### config.mk
export PLATFORM = sky130hd
export DESIGN_NAME = digital_clock_mmss
export DESIGN_NICKNAME = d
export VERILOG_FILES = /design/src/rtl/digital_clock_pkg.sv /design/src/rtl/mod_n_counter.sv /design/src/rtl/digital_clock_mmss.sv
export SDC_FILE = /design/constraint.sdc
export NUM_CORES = 1
export LEC_CHECK = 0
export CORE_UTILIZATION = 30
export CTS_CLUSTER_SIZE = 20
export DETAILED_ROUTE_END_ITERATION = 10
export MAX_ROUTING_LAYER = met4
export SYNTH_ARGS = -nofsm -noshare
export SYNTH_HDL_FRONTEND = slang
export SYNTH_SLANG_ARGS = --single-unit
### constraint.sdc
create_clock -name clk -period 3.92 [get_ports clk]
set_input_delay 0.392 -clock clk [delete_from_list [all_inputs] [get_ports clk]]
set_output_delay 0.392 -clock clk [all_outputs]
set_load 0.01 [all_outputs]
### src/rtl/digital_clock_pkg.sv
// Shared constants and types for the minutes:seconds timekeeper.
// No ports; imported by digital_clock_mmss and mod_n_counter.
package digital_clock_pkg;

    localparam int unsigned SEC_MAX = 59;
    localparam int unsigned MIN_MAX = 59;
    localparam int unsigned HR_MAX  = 23;
    localparam int unsigned HR_W    = 5;

    typedef logic [5:0] cnt6_t;

endpackage : digital_clock_pkg

### src/rtl/mod_n_counter.sv
// Modulo-N up counter with a combinational wrap strobe.
// Ports:
//   clk    - rising-edge clock
//   reset  - synchronous active-high clear
//   inc    - advance by one this cycle
//   value  - current count, 0..N-1
//   wrap   - inc && value==N-1 (count returns to 0 on this edge)
module mod_n_counter
    import digital_clock_pkg::*;
#(
    parameter int unsigned N = 60,
    parameter int unsigned W = 6
) (
    input  logic         clk,
    input  logic         reset,
    input  logic         inc,
    output logic [W-1:0] value,
    output logic         wrap
);

    localparam logic [W-1:0] LAST = W'(N - 1);

    assign wrap = inc && (value == LAST);

    // Count register: reset wins, then wrap-to-zero, then increment.
    always_ff @(posedge clk) begin
        if (reset) begin
            value <= '0;
        end else if (inc) begin
            value <= wrap ? '0 : value + W'(1);
        end
    end

endmodule : mod_n_counter

### src/rtl/digital_clock_mmss.sv
// Free-running minutes:seconds timekeeper with a clock prescaler.
// Optional macro DIGITAL_CLOCK_HOURS_EN adds a 0..23 hours counter.
// Ports:
//   clk        - system clock
//   reset      - synchronous active-high reset
//   seconds    - binary 0..59
//   minutes    - binary 0..59
//   min_carry  - registered pulse, cycle after seconds wraps 59->0
//   hour_carry - registered pulse, cycle after minutes wraps 59->0
//   hours      - binary 0..23 (only with DIGITAL_CLOCK_HOURS_EN)
module digital_clock_mmss
    import digital_clock_pkg::*;
#(
    parameter int unsigned TICKS_PER_SEC = 1,
    parameter int unsigned CNT_W         = 6
) (
    input  logic             clk,
    input  logic             reset,
    output logic [CNT_W-1:0] seconds,
    output logic [CNT_W-1:0] minutes,
    output logic             min_carry,
    output logic             hour_carry
`ifdef DIGITAL_CLOCK_HOURS_EN
    ,
    output logic [HR_W-1:0]  hours
`endif
);

    localparam int unsigned PRE_W = (TICKS_PER_SEC > 1) ? $clog2(TICKS_PER_SEC) : 1;

    // Prescaler phase is only observed through its wrap (the second tick).
    logic [PRE_W-1:0] pre_count_unused;
    logic             sec_tick;
    logic             sec_wrap;
    logic             min_wrap;

    mod_n_counter #(.N(TICKS_PER_SEC), .W(PRE_W)) u_prescaler (
        .clk   (clk),
        .reset (reset),
        .inc   (1'b1),
        .value (pre_count_unused),
        .wrap  (sec_tick)
    );

    mod_n_counter #(.N(SEC_MAX + 1), .W(CNT_W)) u_seconds (
        .clk   (clk),
        .reset (reset),
        .inc   (sec_tick),
        .value (seconds),
        .wrap  (sec_wrap)
    );

    // Minutes advance on the same edge seconds wraps, so 60 is never visible.
    mod_n_counter #(.N(MIN_MAX + 1), .W(CNT_W)) u_minutes (
        .clk   (clk),
        .reset (reset),
        .inc   (sec_wrap),
        .value (minutes),
        .wrap  (min_wrap)
    );

`ifdef DIGITAL_CLOCK_HOURS_EN
    logic hr_wrap_unused;

    mod_n_counter #(.N(HR_MAX + 1), .W(HR_W)) u_hours (
        .clk   (clk),
        .reset (reset),
        .inc   (min_wrap),
        .value (hours),
        .wrap  (hr_wrap_unused)
    );
`endif

    // Carry pulses are the wrap strobes delayed by one register stage.
    always_ff @(posedge clk) begin
        if (reset) begin
            min_carry  <= 1'b0;
            hour_carry <= 1'b0;
        end else begin
            min_carry  <= sec_wrap;
            hour_carry <= min_wrap;
        end
    end

endmodule : digital_clock_mmss

### After elaboration in Yosys (flattened, before gate mapping)

Index checks and enable logic that the tools add are counted.

| storage, ports and cells | value |
|---|---|
| register bits | 15 |
| input bits | 2 |
| output and inout bits | 14 |
| word-level logic and storage cells | 16 |

| operators by class | value |
|---|---|
| add/subtract/negate cells | 3 |
| equal/unequal tests | 2 |
| muxes and demuxes | 2 |
| bitwise logic cells | 1 |
| reduce and logical (&&, ||, !) cells | 3 |

Operators with widths:

| cell | count |
|---|---|
| 6-bit by 1-bit adder with 6-bit output (second input constant) | 2 |
| 6-bit equality test (second input constant) | 2 |
| 6-bit 2-to-1 mux | 2 |
| 1-bit logical AND | 2 |
| 2-bit OR reduction | 1 |
| 1-bit adder (second input constant) | 1 |
| 1-bit inverter | 1 |

### Longest topological paths before layout

| depth | value |
|---|---|
| depth after elaboration | 4 |
| gate-level depth with buffers | 4 |
| mapped depth without buffers | 4 |

### By module

A second synthesis with hierarchy kept.

| second synthesis, totals | value |
|---|---|
| cell total of the unflattened synthesis | 66 |
| area, all modules | 625.6 um^2 |

Modules (own cells, without submodules):

| module | instances | cells each | area an instance (um^2) | seq. area each (um^2) |
|---|---|---|---|---|
| mod_n_counter at u_minutes ... | 2 | 29 | 264.0 | 120.1 |
| digital_clock_mmss | 1 | 5 | 56.3 | 40.0 |
| mod_n_counter at u_prescaler | 1 | 3 | 41.3 | 20.0 |

### Least setup slack after synthesis

OpenSTA, ideal clock, no wires.

| timing | value |
|---|---|
| path kind | register to register |
| from | reg u_minutes.value[0] |
| to | reg u_minutes.value[5] |
| library setup time | 0.117 ns |
| arrival time | 1.359 ns |
| data required time | 3.803 ns |
| setup slack | 2.444 ns |
| cell stages (with the launch flop) | 5 |
| buffers on the path | 0 |
| clock period less this slack | 1.476 ns |
| cells stage by stage | dfxtp_1 ha_1 nand4b_1 a211o_1 a32o_1 |

| between the ends | value |
|---|---|
| longest elaborated chain between the ends | 3 |
| elaborated cells between the ends (all ways) | 4 |
| classes of those cells | add/sub: 1; eq/ne: 1; mux: 1; reduce/logical: 1 |

Ends and longest elaborated chain:

| item | RTL line | source |
|---|---|---|
| start: declaration | mod_n_counter.sv:17 | `output logic [W-1:0] value,` |
| start signal: assignment | mod_n_counter.sv:30 | `value <= wrap ? '0 : value + W'(1);` |
| branches (longest 2 deep; another with 6-bit by 1-bit adder with 6-bit output) | - |  |
| 6-bit 2-to-1 mux (*) | mod_n_counter.sv:30 |  |

Every way passes the cells marked *.
A chain may end at the register's enable or synchronous reset.

### Final worst setup path

| timing | value |
|---|---|
| from | reg u_seconds.value[3] |
| to | out seconds[3] |

RTL lines:

| item | RTL line | source |
|---|---|---|
| start: declaration | mod_n_counter.sv:17 |  |
| start signal: assignment | mod_n_counter.sv:30 |  |
| end: declaration | digital_clock_mmss.sv:19 | `output logic [CNT_W-1:0] seconds,` |

No word-level cell between the ends.

==> flow_summary.toml <==
[clocking]
cts.root.buffer_cell = "clkbuf_4"
ctsLongestPathBuffers = 2
cts_tree = "yes"
clk_pin_slew_ns = 0.08
hold_buffers = 0
clkSinkCount = 15
cts_resized = 0
cts_setup_buffers = 0
cts_buffers = 3
clk_latency_ns = 0.27
htreeDepth = 1

[run]
max_cap_viol_count = 0

[worst_hold_path]
min_from = "u_seconds.value[0]"
hold_end = "u_seconds.value[0]"
hold_class = "reg -> reg"
holdPathStages = 2

[cells_and_area]
drive_gt1_share_pct = 5.319
finish.net_count = 99
design_area_um2 = 903.4
seq_area_um2 = 300.3
multi_input_area_um2 = 372.9
n_fill_cell = 225
antenna_cells = 0
syn2layout_area_growth_pct = 29.86
final_core_util_pct = 41.23
final_cells = 122

[grt]
grt_max_degree = 14
track_usage_pct = 15.24
grt_util_met1_pct = 19.67
antenna_found_initial = 0
grt_pass1_wl_mm = 2.822
grt_busiest_layer = "met2"
grt_pass1_vias = 641
overflow = 0
grt_use_met3_pct = 3.333
grt.met2_usage_pct = 22.44

[drt]
num_vias = 625
wirelength_mm = 1.611
via_per_inst = 5.123
drt-initial-drc-count = 13
avgRoutedWirePerCell_um = 13.20
firstDrtPassIters = 4
drc_errors = 0
postRouteAntennaNets = 0

[die]
fp.dieW_um = 50.16
num_rows = 17
dieArea_um2 = 2516
start_util_pct = 31.75
die_y_um = 50.16
ioPinCount = 16
core_um2 = 2191

[timing]
finalWorstSetupSlack_ns = 2.184
finalSetupViolCount = 0
rsz0062_at_grt = "false"
slew_violations = 0
post-route-period-util_pct = 44.29
setup_tns_ns = 0
hold_viol_final = 0
hold_ws_ns = 0.5342
clock.fmax_ghz = 0.5760
period_minus_slack_ns = 1.736
fin_worst_skew_ns = 0.0005187

[logic_synthesis]
postSynthAreaPerCell_um2 = 9.154
synth-main-ff-cell = "dfxtp_1"
ys_ff_latch = 15
synth_cells = 76
yosys.cell_types.count = 30
synthesis.area_um2 = 695.7
yosys_warnings = 0
async_reset_ff_share_pct = 0
ys_seq_area_share_pct = 43.17
syn_nets = 80
synth_edf_count = 0

[power_and_ir_drop]
p_per_area_nw_per_um2 = 282.5
p_leak_nw = 0.3305
vdd_drop_max_mv = 0.2018
finalPower_uw = 255.2

[critical_path]
critPathSlowestCell = "clkdlybuf4s50_1"
worstPathMaxFanout = 6
r2r_cells = 4
crit_path_cell_trace = "clkdlybuf4s50_1"
rr_endpoint = "u_minutes.value[5]"
criticalPathCategory = "reg -> out"
critPathMaxStageDelay_ns = 0.60
arrival_ns = 1.34
worstPathRequired_ns = 3.53
start_kind = "flop"
r2r-start = "u_minutes.value[0]"
timing.reg2reg.setup_slack_ns = 2.32
cp-end-kind = "output port"
cp_top_family = "buffers and inverters"
crit_buf_inv = 1

[placed_design]
place.gp.congestion = 0.8315
port_buffers = 15
placed_area_um2 = 877.1
hpwl_mm = 1.140
place_ws_ns = 2.171
placedCellCount = 118

[outcome]
status = "finished, final reports clean"
-- worst max path at each step --
stage	start	end	slack, ns	depth (start not counted)
final	u_seconds.value[3]	seconds[3]	2.18	1
after global routing	u_seconds.value[4]	seconds[4]	2.11	1
after CTS	u_seconds.value[4]	seconds[4]	2.16	1
after detailed placement	reset	u_minutes.value[4]	2.17	4
after global placement	reset	u_minutes.value[4]	2.22	4
after floorplan	u_minutes.value[0]	u_minutes.value[5]	2.44	4
-- synthesized netlist by cell type, drive strengths merged, types with 2 or more instances --
| library cell | n | area [um^2] |
|---|---|---|
| o2111ai | 2 | 17.52 |
| o31ai | 2 | 15.01 |
| nand3 | 2 | 10.01 |
| nand4b | 4 | 50.05 |
| nand2 | 3 | 11.26 |
| ha | 2 | 25.02 |
| or3 | 2 | 12.51 |
| o21ai | 6 | 30.03 |
| inv | 5 | 18.77 |
| nor2 | 8 | 30.03 |
| a21oi | 6 | 30.03 |
| dfxtp | 15 | 300.3 |
| nor2b | 2 | 12.51 |
| xnor2 | 2 | 17.52 |
-- metal layers --
layer / vias up / share of wire (%)
met4: 0 / 0.50
met5: - / 0
met3: 2 / 3.7
li1: 321 / -
met1: 286 / 52
met2: 16 / 44
-- cell usage in the layout, fill, tap and decap left out, drive strengths merged --
cell type      count
dfxtp             15
a211oi             1
nand3              2
a32o               1
clkbuf             4
nor4               1
ha                 2
nor2               8
xnor2              2
or3                2
nand2              3
conb               1
a21oi              6
o31ai              2
nand2b             1
and4b              1
inv                5
a211o              1
a41o               1
nand4              1
clkdlybuf4s50     15
nand4b             4
o311a              1
o2111ai            2
o21ai              6
mux2i              1
nor3               1
o32ai              1
nor2b              2
nand3b             1
-- area by class of cell --
type / count / area share, %
multi-input combinational: 55 / 41.27
sequential: 15 / 33.24
timing repair buffer: 15 / 16.62
tap: 28 / 3.878
clock buffer: 4 / 2.909
inverter: 5 / 2.078
-- power by group --
| part | switching (mW) | internal (mW) | leakage (nW) |
|---|---|---|---|
| sequential | 0.00298 | 0.155 | 0.122 |
| combinational | 0.00665 | 0.00666 | 0.194 |
| clock | 0.0450 | 0.0394 | 0.0150 |
-- logic make-up (layout without fill, tap and decap cells) --
family	after synthesis	count (layout)	synth area share, %
compound gates	22	22	21.22
xor+xnor	2	2	2.518
fa+ha+maj	2	2	3.597
buf+inv	6	24	3.237
flops	15	15	43.17
mux	1	1	1.439
other cells	1	1	0.5391
simple gates	27	27	24.28
-- worst reg2reg max path, cell delays in order (launching register included) --
cell	delay, ns
dfxtp_1	0.44
ha_1	0.26
nand4b_1	0.23
a211o_1	0.32
a32o_1	0.25
-- flip-flops by register name, indices dropped and copies added, names as in the netlist --
register and cells:
hour_carry 1, min_carry 1, u_minutes.value 6, u_seconds.value 6
u_prescaler.value 1
(Power assumes the default switching activity.)
